**config.mk**
```make
export PLATFORM = sky130hd
export DESIGN_NAME = gray_binarize
export DESIGN_NICKNAME = d
export VERILOG_FILES = /design/src/rtl/gray_binarize_pkg.sv /design/src/rtl/gray_binarize_bin_threshold.sv /design/src/rtl/gray_binarize.sv
export SDC_FILE = /design/constraint.sdc
export NUM_CORES = 1
export LEC_CHECK = 0
export CAP_MARGIN = 20
export CORE_UTILIZATION = 49
export CTS_BUF_LIST = sky130_fd_sc_hd__clkbuf_16
export CTS_CLUSTER_DIAMETER = 100
export CTS_CLUSTER_SIZE = 25
export DETAILED_ROUTE_END_ITERATION = 10
export GPL_TIMING_DRIVEN = 1
export PLACE_DENSITY = 0.78
export SETUP_SLACK_MARGIN = 0.05
export SYNTH_ARGS = -nofsm -noshare
export SYNTH_HDL_FRONTEND = slang
export SYNTH_SLANG_ARGS = --single-unit
export TNS_END_PERCENT = 20
```
**constraint.sdc**
```tcl
create_clock -name clk -period 2.65 [get_ports clk]
set_clock_uncertainty 0.1 [all_clocks]
set_input_delay 0.53 -clock clk [delete_from_list [all_inputs] [get_ports clk]]
set_output_delay 0.53 -clock clk [all_outputs]
set_load 0.02 [all_outputs]
```
**src/rtl/gray_binarize_pkg.sv**
```systemverilog
// Shared sizes and FSM encodings for the gray-to-binary BMP stage.
package gray_binarize_pkg;

  localparam int BYTE_WIDTH      = 8;
  localparam int ADDR_WIDTH      = 20;
  localparam int BMP_HEADER_SIZE = 54;
  localparam int BMP_TOTAL_SIZE  = 54 + 3 * 640 * 480;

  localparam logic [2:0] S_IDLE   = 3'd0;
  localparam logic [2:0] S_HDR_RD = 3'd1;
  localparam logic [2:0] S_HDR_WR = 3'd2;
  localparam logic [2:0] S_PIX_RD = 3'd3;
  localparam logic [2:0] S_PIX_W0 = 3'd4;
  localparam logic [2:0] S_PIX_W1 = 3'd5;
  localparam logic [2:0] S_PIX_W2 = 3'd6;
  localparam logic [2:0] S_DONE   = 3'd7;

endpackage

```
**src/rtl/gray_binarize_bin_threshold.sv**
```systemverilog
// Combinational gray-level threshold: inclusive unsigned compare, 0x00/0xFF out.
module bin_threshold #(
  parameter int BYTE_WIDTH = 8
) (
  input  logic [BYTE_WIDTH-1:0] gray,
  input  logic [BYTE_WIDTH-1:0] thr,
  output logic [BYTE_WIDTH-1:0] bin
);

  always_comb begin
    bin = (gray >= thr) ? '1 : '0;
  end

endmodule

```
**src/rtl/gray_binarize.sv**
```systemverilog
// Copies the BMP header from the gray RAM and writes a thresholded B/G/R image.
module gray_binarize
  import gray_binarize_pkg::*;
#(
  parameter int BYTE_WIDTH = gray_binarize_pkg::BYTE_WIDTH,
  parameter int ADDR_WIDTH = gray_binarize_pkg::ADDR_WIDTH,
  parameter int HDR_SIZE   = BMP_HEADER_SIZE,
  parameter int TOTAL_SIZE = BMP_TOTAL_SIZE
) (
  input  logic                  clk,
  input  logic                  rst_n,
  input  logic                  in_valid,
  input  logic [BYTE_WIDTH-1:0] threshold,
  input  logic [BYTE_WIDTH-1:0] RAM_Q,
  output logic                  RAM_ren,
  output logic [ADDR_WIDTH-1:0] RAM_addr,
  output logic                  OUT_wen,
  output logic [ADDR_WIDTH-1:0] OUT_addr,
  output logic [BYTE_WIDTH-1:0] OUT_D,
  output logic                  bin_done
);

  localparam logic [ADDR_WIDTH-1:0] HDR_LAST = ADDR_WIDTH'(HDR_SIZE - 1);
  localparam logic [ADDR_WIDTH-1:0] LAST     = ADDR_WIDTH'(TOTAL_SIZE - 1);

  logic [2:0]            state;
  logic [BYTE_WIDTH-1:0] thr_q;
  logic [BYTE_WIDTH-1:0] bin_q;
  logic [BYTE_WIDTH-1:0] pix_bin;
  logic                  wr_last;

  bin_threshold #(.BYTE_WIDTH(BYTE_WIDTH)) u_thr (
    .gray (RAM_Q),
    .thr  (thr_q),
    .bin  (pix_bin)
  );

  always_comb begin
    RAM_ren = (state == S_HDR_RD) || (state == S_PIX_RD);
    OUT_wen = (state == S_HDR_WR) || (state == S_PIX_W0) ||
              (state == S_PIX_W1) || (state == S_PIX_W2);
    wr_last = OUT_wen && (OUT_addr == LAST);
    case (state)
      S_HDR_WR:           OUT_D = RAM_Q;
      S_PIX_W0:           OUT_D = pix_bin;
      S_PIX_W1, S_PIX_W2: OUT_D = bin_q;
      default:            OUT_D = '0;
    endcase
  end

  always_ff @(posedge clk or negedge rst_n) begin
    if (!rst_n) begin
      state    <= S_IDLE;
      RAM_addr <= '0;
      OUT_addr <= '0;
      thr_q    <= '0;
      bin_q    <= '0;
      bin_done <= 1'b0;
    end else begin
      if (OUT_wen) begin
        OUT_addr <= OUT_addr + 1'b1;
      end
      // The last-byte check overrides the normal successor in every write
      // state, so a partial final pixel is simply cut short.
      if (wr_last) begin
        bin_done <= 1'b1;
        state    <= S_DONE;
      end
      case (state)
        S_IDLE: begin
          if (in_valid && !bin_done) begin
            thr_q <= threshold;
            state <= S_HDR_RD;
          end
        end
        S_HDR_RD: state <= S_HDR_WR;
        S_HDR_WR: begin
          RAM_addr <= RAM_addr + 1'b1;
          if (!wr_last) begin
            state <= (OUT_addr == HDR_LAST) ? S_PIX_RD : S_HDR_RD;
          end
        end
        S_PIX_RD: state <= S_PIX_W0;
        S_PIX_W0: begin
          bin_q <= pix_bin;
          if (!wr_last) state <= S_PIX_W1;
        end
        S_PIX_W1: begin
          if (!wr_last) state <= S_PIX_W2;
        end
        S_PIX_W2: begin
          RAM_addr <= RAM_addr + ADDR_WIDTH'(3);
          if (!wr_last) state <= S_PIX_RD;
        end
        S_DONE:   state <= S_DONE;
        default:  state <= S_IDLE;
      endcase
    end
  end

endmodule

```
==> summary.md <==
| Metric | Value |
|---|---|
| Worst Slack Setup Final | `-11.41 ps` |
| Number of flops mapped to enable cells by yosys | `0` |
| Num CTS Buffers | `5` |
| N_diodes | `0` |
| Min Clock Period, post-route | `2661 ps` |
| CP max FO | `5` |
| Layout area overhead | `42.37%` |
| WL met1 | `2774 um` |
| Core ar. | `5205 um^2` |
| Worst VDD drop | `315.0 uV` |
| Share of cells above drive strength 1 | `18.11%` |
| Placed insts | `416` |
| Commonest non-fill, non-tap cells in the layout | `dfrtp_1, clkdlybuf4s50_1, nand2_1` |
| FMAX | `0.3757 GHz` |
| Static Leakage | `1.798 nW` |
| DRT iter0 DRCs | `109` |
| Synth cell types | `40` |
| Total power | `1.590 mW` |
| Worst slack, placed | `-904.4 ps` |
| RSZ-0062 raised after global routing | `yes` |
| Net Count, Synth | `303` |
| Initial antenna violation count | `0` |
| Die Width | `76.42 um` |
| Max incr delay on CP | `420 ps` |
| Synth Warn # | `0` |
| WP data arrival | `2030 ps` |
| Fin cells | `429` |
| PwrDens | `411.6 nW/um^2` |
| Tcrit/Tclk final | `100.4%` |
| CP max-delay cell | `dfrtp_1` |
| Max-slew violations | `0` |
| Largest net degree at the start of global routing | `28` |
| Crit path top cell by count | `buf_6` |
| FP Rows | `26` |
| Yosys reg bits | `53` |
| Die ar. | `5840 um^2` |
| TNS Setup | `-22.18 ps` |
| Final-stage net count | `389` |
| Status | `finished, violations left` |
| Gr usage total | `23.10%` |
| Detailed Place HPWL | `4393 um` |
| Fin util | `74.23%` |
| RePlAce Congestion | `0.7866` |
| Worst setup SP type | `flop` |
| Met2 wire length | `3157 um` |
| Clk slew on worst S/H paths | `70 ps` |
| Setup Viol. Count Final | `5` |
| CTS tree | `done` |
| CTS Buffer Depth | `2` |
| IO Pins | `70` |
| CTS H-tree depth | `2` |
| Final Hold Fails | `0` |
| DRT Pass-1 Iters | `4` |
| Synth top area share | `48.87%` |
| Failing checks | `setup timing` |
| ANT nets after route | `0` |
| Top_reg_cell synth | `dfrtp_1` |
| Sink Count | `53` |
| Area contributors post-synth | `dfrtp_1, xnor2_1, ha_1, nand2_1, nand3_1` |
| Port Buffer Count | `69` |
| Later-pin clock latency in the skew report | `290 ps` |
| Worst-Margin Slew | `633.5 ps` |
| Vias in the first global route | `2341` |
| Max Cap Viol | `0` |
| Root buffer cell | `clkbuf_16` |
| Starting Density | `52.14%` |
| DRC | `0` |
| Worst hold path class | `primary input to async pin` |
| Req. time, crit path | `2020 ps` |
| DR vias | `2306` |
| CP Class | `flop to output pin` |
| Met3 routed WL | `285 um` |
| WL/cell | `14.72 um` |
| Post-synthesis sequential area ratio | `48.87%` |
| Mapped Area | `2714 um^2` |
| Post-Syn Instances | `272` |
| CP endpoint kind | `output pin` |
| Synth area leader | `dfrtp_1` |
| Gr ovfl total | `0` |
| Leading cell type in the layout, fill and taps excluded | `dfrtp_1` |
| Drt total wl | `6314 um` |
| DR top layer | `met4` |
| Global-route wire length before repair | `10780 um` |
| Die Ht | `76.42 um` |
| Ys async rst share | `100.0%` |
| Worst slew margin | `57.77%` |
| Avg Synthesized Cell Area | `9.977 um^2` |
| Drt via density | `5.375` |
| Crit path cell chain | `ha_4, o211ai_1, a2111oi_4, o21ai_2, buf_6, nand3_2, buf_6` |
==> where the power goes <==
part           switching (mW)  internal, mW
sequential            0.00262         0.816
combinational          0.0759        0.0682
clock                   0.280         0.347
==> through the flow <==
stage | area [um^2] | hold WS [ps]
final | 3864 | 156.6
after global routing | 3864 | 203.2
after CTS | 3849 | 173.1
after detailed placement | 3553 | 361.7
after global placement | 3553 | 355.8
after floorplan | 2714 | 134.4
==> worst paths after layout <==
path                       slack, ps      endpoint  cells after the start         start
min reg2reg                      380  RAM_addr[19]                      1  RAM_addr[19]
max                              -10      OUT_D[5]                      7      thr_q[0]
min in group clk                 380  RAM_addr[19]                      1  RAM_addr[19]
max in group asynchronous       1730   OUT_addr[4]                      2         rst_n
max reg2reg                      370  RAM_addr[15]                      9      state[1]
min                              160  RAM_addr[19]                      1         rst_n
==> cells in the mapped netlist (all sizes together), types with 2 or more instances <==
cell and n:
a211oi 2, a21o 2, a21oi 6, and2 2, and3 7, and4 2, clkbuf 4, dfrtp 53
ha 11, inv 20, nand2 37, nand2b 3, nand3 21, nand4 10, nor2 12, nor2b 3
nor3 3, nor4 6, o21ai 18, xnor2 28, xor2 10
==> registers in the layout, indices dropped and copies added, names as in the netlist <==
name / flops
bin_done: 1
OUT_addr: 20
thr_q: 8
bin_q: 1
state: 3
RAM_addr: 20
==> worst max-delay path: cells and delay by family (launching register included) <==
family / cells / cell delay, ps
adders and majority gates: 1 / 270
buffers and inverters: 2 / 290
DFF: 1 / 420
AOI/OAI and AO/OA: 3 / 700
and+or+nand+nor: 1 / 60
==> cell families after synthesis <==
kind of cell	count (synthesis)	share of synthesized area [%]
simple gates	110	21.72
flops	53	48.87
xor+xnor	38	12.26
compound gates	33	7.376
buf+inv	25	3.550
fa+ha+maj	12	5.809
mux	1	0.4149
==> layer usage <==
metal | vias to the layer above | global-route usage [%]
li1 | 1096 | -
met1 | 1139 | 30.02
met2 | 62 | 38.02
met3 | 9 | 4.910
met4 | 0 | 8.269
met5 | - | 0
==> layout make-up <==
class                   instances  area, um^2
inverters                      20       75.07
multi-input cells             194        1425
fillers                       369        1341
repair buffers                 84       807.0
clock buffers                   5       125.1
clock inverters                 3       17.52
well taps                      70       87.58
flip-flops and latches         53        1326
==> timing repair <==
item                       4_1_cts  5_1_grt
hold buffers                     0        0
gates resized for setup         79        9
cloned                           0        0
setup endpoints to repair        8        8
setup buffers                    4        1
pin swaps                       10        7
Power figures use the tool's default switching activity.
